<file path="config.mk">
export PLATFORM = sky130hd
export DESIGN_NAME = sha_schedule
export DESIGN_NICKNAME = d
export VERILOG_FILES = /design/src/rtl/sha_schedule.sv
export SDC_FILE = /design/constraint.sdc
export NUM_CORES = 1
export LEC_CHECK = 0
export BUFFER_PORTS_ARGS = -buffer_cell sky130_fd_sc_hd__buf_2
export CAP_MARGIN = 10
export CORE_ASPECT_RATIO = 0.75
export CORE_MARGIN = 2
export CORE_UTILIZATION = 48
export CTS_CLUSTER_DIAMETER = 50
export CTS_CLUSTER_SIZE = 30
export DETAILED_ROUTE_END_ITERATION = 7
export PLACE_DENSITY = 0.73
export SYNTH_ARGS = -nofsm -noshare
export SYNTH_HDL_FRONTEND = slang
export SYNTH_SLANG_ARGS = --single-unit
</file>
<file path="constraint.sdc">
create_clock -name clk -period 4.2 [get_ports clk]
set_clock_uncertainty 0.15 [all_clocks]
set_input_delay 0.84 -clock clk [delete_from_list [all_inputs] [get_ports clk]]
set_output_delay 0.84 -clock clk [all_outputs]
set_load 0.05 [all_outputs]
</file>
<file path="src/rtl/sha_schedule.sv">
// SHA-256 message-schedule generator: loads one 512-bit block, then streams
// (t, K[t], W[t]) for t = 0..63 from a 16-word sliding window.
module sha_schedule (
    input  logic         clk,
    input  logic         reset_n,
    input  logic         start,
    input  logic [511:0] M,
    input  logic         hold,
    output logic         busy,
    output logic         valid,
    output logic [5:0]   t,
    output logic [31:0]  Kt,
    output logic [31:0]  Wt,
    output logic         done
);

    localparam int unsigned WORD_W  = 32;
    localparam int unsigned N_WORDS = 16;
    localparam int unsigned ROUNDS  = 64;
    localparam int unsigned T_W     = 6;

    typedef enum logic [1:0] {
        IDLE = 2'd0,
        RUN  = 2'd1,
        DONE = 2'd2
    } state_t;

    localparam logic [WORD_W-1:0] K_TABLE [ROUNDS] = '{
        32'h428a2f98, 32'h71374491, 32'hb5c0fbcf, 32'he9b5dba5,
        32'h3956c25b, 32'h59f111f1, 32'h923f82a4, 32'hab1c5ed5,
        32'hd807aa98, 32'h12835b01, 32'h243185be, 32'h550c7dc3,
        32'h72be5d74, 32'h80deb1fe, 32'h9bdc06a7, 32'hc19bf174,
        32'he49b69c1, 32'hefbe4786, 32'h0fc19dc6, 32'h240ca1cc,
        32'h2de92c6f, 32'h4a7484aa, 32'h5cb0a9dc, 32'h76f988da,
        32'h983e5152, 32'ha831c66d, 32'hb00327c8, 32'hbf597fc7,
        32'hc6e00bf3, 32'hd5a79147, 32'h06ca6351, 32'h14292967,
        32'h27b70a85, 32'h2e1b2138, 32'h4d2c6dfc, 32'h53380d13,
        32'h650a7354, 32'h766a0abb, 32'h81c2c92e, 32'h92722c85,
        32'ha2bfe8a1, 32'ha81a664b, 32'hc24b8b70, 32'hc76c51a3,
        32'hd192e819, 32'hd6990624, 32'hf40e3585, 32'h106aa070,
        32'h19a4c116, 32'h1e376c08, 32'h2748774c, 32'h34b0bcb5,
        32'h391c0cb3, 32'h4ed8aa4a, 32'h5b9cca4f, 32'h682e6ff3,
        32'h748f82ee, 32'h78a5636f, 32'h84c87814, 32'h8cc70208,
        32'h90befffa, 32'ha4506ceb, 32'hbef9a3f7, 32'hc67178f2
    };

    state_t              state_q, state_d;
    logic [WORD_W-1:0]   window_q [N_WORDS];
    logic [WORD_W-1:0]   window_d [N_WORDS];
    logic [T_W-1:0]      t_q, t_d;
    logic                busy_q, busy_d;
    logic                done_q, done_d;
    logic [WORD_W-1:0]   new_word;

    function automatic logic [WORD_W-1:0] rotr(input logic [WORD_W-1:0] x,
                                               input int unsigned n);
        return (x >> n) | (x << (WORD_W - n));
    endfunction

    function automatic logic [WORD_W-1:0] ssig0(input logic [WORD_W-1:0] x);
        return rotr(x, 7) ^ rotr(x, 18) ^ (x >> 3);
    endfunction

    function automatic logic [WORD_W-1:0] ssig1(input logic [WORD_W-1:0] x);
        return rotr(x, 17) ^ rotr(x, 19) ^ (x >> 10);
    endfunction

    // Only one recurrence term per cycle: W[t+16] from the current window.
    always_comb begin
        new_word = ssig1(window_q[14]) + window_q[9] + ssig0(window_q[1]) + window_q[0];
    end

    // Next-state, window and round-counter logic.
    always_comb begin
        state_d  = state_q;
        t_d      = t_q;
        window_d = window_q;

        unique case (state_q)
            IDLE: begin
                if (start) begin
                    for (int i = 0; i < int'(N_WORDS); i++) begin
                        window_d[i] = M[WORD_W*(N_WORDS-1-i) +: WORD_W];
                    end
                    t_d     = '0;
                    state_d = RUN;
                end
            end
            RUN: begin
                if (!hold) begin
                    for (int i = 0; i < int'(N_WORDS) - 1; i++) begin
                        window_d[i] = window_q[i+1];
                    end
                    window_d[N_WORDS-1] = new_word;
                    t_d = t_q + T_W'(1);
                    if (t_q == T_W'(ROUNDS - 1)) begin
                        state_d = DONE;
                    end
                end
            end
            DONE: begin
                if (start) begin
                    for (int i = 0; i < int'(N_WORDS); i++) begin
                        window_d[i] = M[WORD_W*(N_WORDS-1-i) +: WORD_W];
                    end
                    t_d     = '0;
                    state_d = RUN;
                end else begin
                    state_d = IDLE;
                end
            end
            default: begin
                state_d = IDLE;
            end
        endcase

        busy_d = (state_d == RUN);
        done_d = (state_d == DONE);
    end

    always_ff @(posedge clk or negedge reset_n) begin
        if (!reset_n) begin
            state_q <= IDLE;
            t_q     <= '0;
            busy_q  <= 1'b0;
            done_q  <= 1'b0;
            for (int i = 0; i < int'(N_WORDS); i++) begin
                window_q[i] <= '0;
            end
        end else begin
            state_q  <= state_d;
            t_q      <= t_d;
            busy_q   <= busy_d;
            done_q   <= done_d;
            window_q <= window_d;
        end
    end

    assign busy  = busy_q;
    assign valid = busy_q;
    assign done  = done_q;
    assign t     = t_q;
    assign Wt    = window_q[0];
    assign Kt    = K_TABLE[t_q];

endmodule
</file>
Word-level counts from Yosys, hierarchy flattened --
Memory sizes are Yosys's and may differ from the RTL's. Index checks and enable logic that the tools add are counted.
Cells by class: add/sub/neg operators 4, $lt $le $gt $ge 1, eq/ne operators 7, mux-type cells 13, bitwise operators 9, reduce and logical (&&, ||, !) cells 4
Operators with widths (count):
- 512-bit two-way mux | 2
- 512-bit one-hot mux with 2 select lines | 1
- 32-bit adder | 3
- 32-bit two-way mux | 2
- 32-bit bitwise XOR | 2
- 13-bit by 32-bit bitwise OR with 32-bit output | 1
- 14-bit by 32-bit bitwise OR with 32-bit output | 1
- 15-bit by 32-bit bitwise OR with 32-bit output | 1
- 25-bit by 32-bit bitwise OR with 32-bit output | 1
- 32-bit by 22-bit bitwise XOR with 32-bit output | 1
- 32-bit by 29-bit bitwise XOR with 32-bit output | 1
- 6-bit two-way mux | 2
- 6-bit one-hot mux with 2 select lines | 1
- 7-bit greater-or-equal comparator, second input constant | 1
- 6-bit NOT with 7-bit output | 1
- 6-bit by 1-bit adder with 6-bit output, second input constant | 1
- 6-bit equality test, second input constant | 1
- 2-bit two-way mux | 3
- 2-bit one-hot mux with 3 select lines | 1
- 2-bit by 1-bit equality test with 1-bit output, second input constant | 2
- 2-bit equality test, second input constant | 2
- 3-bit AND reduction | 1
- 2-bit zero test | 1
- 2-bit by 1-bit inequality test with 1-bit output, second input constant | 1
- 4 further kinds | 4
Word-level totals: register bits after elaboration 522, ROM bits 2048, input bits 516, logic and storage cells 59, memories kept 1
Memories:
- (name not given) | words 64, width 32, rd ports 1, clocked after memory_dff 0, wr ports 0, line 144 | assign Kt = K_TABLE[t_q];

Logic depth before layout (Yosys ltp) --
word-level depth 8, depth in mapped cells 16

Worst setup path after synthesis --
OpenSTA, ideal clock, no wires.
path kind register -> output, start register t_q[1] (netlist: t[1]), end output Kt[29], arrival 3.642 ns, required time 3.210 ns, setup slack -0.432 ns, stages on the path, launching flop included 10, buffers on the path 2, cells stage by stage dfrtp_1 > clkbuf_1 > inv_1 > ha_1 > or2_2 > buf_1 > and3_1 > a311oi_1 > a21oi_1 > o21ai_0
Between the ends: word-level cells in the longest chain between the ends 4
RTL lines:
- from (decl) | line 50 | logic [T_W-1:0] t_q, t_d;
- from (signal assigned) | line 132 | t_q <= t_d;
- 6-bit NOT with 7-bit output (implied by the code) | line 144
- memory read 64 x 32 bit
- 32-bit two-way mux (implied by the code) (2 in a row) | line 144
- to (decl) | line 12 | output logic [31:0] Kt,
No other way between the ends. The select of a mux whose other input is x is not followed.

Worst setup path after layout --
start register window_q[43] (netlist name), end register window_q[27] (netlist name)
Between the ends: word-level cells in the longest chain between the ends 8
RTL lines:
- from (decl) | line 48 | logic [WORD_W-1:0] window_q [N_WORDS];
- from (signal assigned) | line 135 | window_q <= window_d;
- 13-bit by 32-bit bitwise OR with 32-bit output / 15-bit by 32-bit bitwise OR with 32-bit output (equally long branches) | line 57 | return (x >> n) | (x << (WORD_W - n));
- 32-bit bitwise XOR | line 65 | return rotr(x, 17) ^ rotr(x, 19) ^ (x >> 10);
- 32-bit by 22-bit bitwise XOR with 32-bit output (*) | line 65
- 32-bit adder (*) (3 in a row) | line 70 | new_word = ssig1(window_q[14]) + window_q[9] + ssig0(window_q[1]) + window_q[0];
- 512-bit two-way mux (*) | line 90 | if (!hold) begin
- 512-bit one-hot mux with 2 select lines (*) | line 79 | unique case (state_q)
Every way passes the cells marked *; elsewhere a longest branch is shown, timed or not. The select of a mux whose other input is x is not followed. A chain may end at the register's enable or synchronous reset.

==> run summary <==
core area: 64000 µm²
Crit path largest cell delay: 460 ps
Final Setup Violations: 0
CTS sink count: 522
routed vias/inst: 5.62
Critical Path Start Type: register
Critical Setup Path Class: register to register
RSZ-0062 raised after global routing: yes
Async S/R FF share, synth: 100%
required time of the critical path: 4500 ps
Routed WL per cell: 24.6 µm
routability cong.: 1.03
register area: 13100 µm²
Syn Inst Count: 3384
Critical Path Fanout Max: 3
Yosys Warn Count: 0
clock root buffer: clkbuf_16
Die Y: 225 µm
Placement Setup Slack: -14.9 ps
min-delay worst type: primary input to asynchronous set/reset pin
Starting DRT DRC Count: 3181
most frequent cells in the layout: nand2_1, buf_2, o21ai_0
final hold violation count: 0
Post-Syn Area: 31200 µm²
CP endpoint kind: register
critical path, cell by cell: xor2_2, xnor2_2, fa_1, inv_1, fa_1, ha_4, fa_2, a21o_1, a221oi_2, o21ba_4, o21ai_4, a31oi_4, o2bb2ai_4, xor2_1, a21oi_1
DR pass1 iterations: 6
Reg clk slew, reported paths: 90 ps
register-to-register setup slack: 10 ps
Max Freq: 239 MHz
RR Startpoint: window_q[43]$_DFFE_PN0P_
# rows: 80
Reg2Reg Capture Point: window_q[27]$_DFFE_PN0P_
Mapped Nets: 4010
Synth Area per Inst: 9.21 µm²
Initial Utilization: 48.7%
setup ws final: 11.7 ps
share of layout cells above drive strength 1: 23.1%
post-layout min period: 4190 ps
most used cell, CP: fa_1
# DRC: 0
CTS tree: yes
Clk Latency, worst-skew pair: 620 ps
period utilization: 99.7%
Main synth FF type: dfrtp_1
Final #Nets: 4461
H-tree depth: 2
post-synthesis sequential area ratio: 41.9%
Total GRT Usage: 34.2%
Fillers: 5771
leading cell type in the layout, fill and taps excluded: nand2_1
Worst R2R Path Depth: 15
flops & latches, synth: 522
Die ar.: 67000 µm²
EDFF count, synth: 0
drt total wl: 117000 µm
Layout area overhead: 19.1%
total number of vias: 26700
GR Overflow Total: 0
CP max stage cell: fa_1
CTS Buf Count: 44
Post-DP HPWL: 91500 µm
count of unique library cells instantiated by Yosys: 70
CTS Buffer Depth: 3
quantity of I/O buffers inserted on ports: 588
maxcap violations: 0
die width: 298 µm
WP data arrival: 4480 ps
initial antenna violation count: 43
Boundary Pins: 589
number of global-route vias before repair: 25400
largest net degree at the start of global routing: 153
post-route ant nets: 0
Final Slew Violations: 0
Multi-input gate area: 16500 µm²
Tightest Pin Transition: 1100 ps
first-pass GRT wire length: 169000 µm
Rel. slew slack: 27.0%
Final Util: 58.1%
status: completed
[timing repair]
item | CTS | global route
hold buffers | 0 | 0
pin swaps | 7 | 26
cloned | 0 | 0
setup buffers | 1 | 10
setup endpoints to repair | 9 | 24
resized for setup | 8 | 53
[kinds of logic after synthesis]
| family | Yosys count | share of synthesized area (%) |
|---|---|---|
| xor gates and xnor gates | 147 | 4.13 |
| DFF | 522 | 41.9 |
| and+or+nand+nor | 780 | 10.2 |
| buffers and inverters | 465 | 6.18 |
| adders and majority gates | 110 | 5.91 |
| muxes | 503 | 16.4 |
| AOI/OAI and AO/OA | 857 | 15.3 |
[layout make-up]
class / instances / share of cell area [%]
Multi-Input combinational cell: 2397 / 44.4
Sequential cell: 522 / 35.2
Timing Repair Buffer: 736 / 11.7
Clock buffer: 44 / 2.97
Tap cell: 861 / 2.90
Inverter: 134 / 1.35
Clock inverter: 36 / 1.25
Antenna cell: 24 / 0.162
[critical path, delay by kind of cell, from the launching register on]
| kind | cells | cell delay [ps] |
|---|---|---|
| AO/OA/AOI/OAI | 7 | 1310 |
| XOR/XNOR | 3 | 620 |
| adder cells (fa/ha/maj) | 4 | 1440 |
| buffers and inverters | 1 | 80 |
| flip-flops | 1 | 420 |
[sequential cells by signal, indices dropped and copies added, names as in the netlist]
name / cells
t: 6
done: 1
window_q: 480
busy: 1
state_q: 2
Wt: 32
[worst max-delay path by stage]
stage	slack (ps)	depth (start not counted)	startpoint	endpoint
2_1_floorplan	-60	9	t[1]$_DFFE_PN0P_	Kt[29]
3_3_place_gp	70	16	window_q[50]$_DFFE_PN0P_	window_q[27]$_DFFE_PN0P_
3_5_place_dp	-10	16	window_q[50]$_DFFE_PN0P_	window_q[31]$_DFFE_PN0P_
4_1_cts	4	14	window_q[51]$_DFFE_PN0P_	window_q[24]$_DFFE_PN0P_
5_1_grt	-110	15	window_q[43]$_DFFE_PN0P_	window_q[27]$_DFFE_PN0P_
6_report	10	15	window_q[43]$_DFFE_PN0P_	window_q[27]$_DFFE_PN0P_
[cell usage after synthesis, types with 9 or more instances]
cell,n,area share (%)
fa_1,62,4.0
nor3b_1,13,0.31
nand4_1,9,0.18
mux2i_1,496,16
o21ai_1,24,0.39
nor3_1,19,0.31
a31oi_1,19,0.38
ha_1,48,1.9
and3_1,9,0.18
nand3_1,32,0.51
a21oi_1,116,1.9
a21o_1,12,0.29
o311ai_0,10,0.28
dfrtp_1,522,42
a211oi_1,19,0.46
nor2_1,67,0.81
clkbuf_1,233,2.8
inv_1,132,1.6
o211ai_1,11,0.26
xor2_1,52,1.5
nand2_1,592,7.1
nand2b_1,9,0.18
buf_2,46,0.74
buf_4,33,0.79
o21ai_0,565,9.1
xnor2_1,95,2.7
a311oi_1,12,0.34
buf_1,19,0.23
[layer usage]
layer	track usage (%)	vias to the layer above	routed length, µm
li1	-	12500	-
met1	49.9	12900	51600
met2	49.7	1158	50300
met3	10.2	167	12300
met4	7.98	30	2560
met5	0	-	174
[per-stage QoR]
stage,setup TNS (ps),hold WS [ps],cell area [µm²],instances
after detailed placement,-33.2,320,35100,4640
final,0,87.0,37100,4754
after CTS,0,109,36700,4721
after global placement,0,311,35100,4640
after floorplan,-56.8,300,31200,3384
after global routing,-458,123,37100,4746
Power is not shown: default switching activity piles up to over one toggle a cycle in this logic, so the estimate is an artifact.
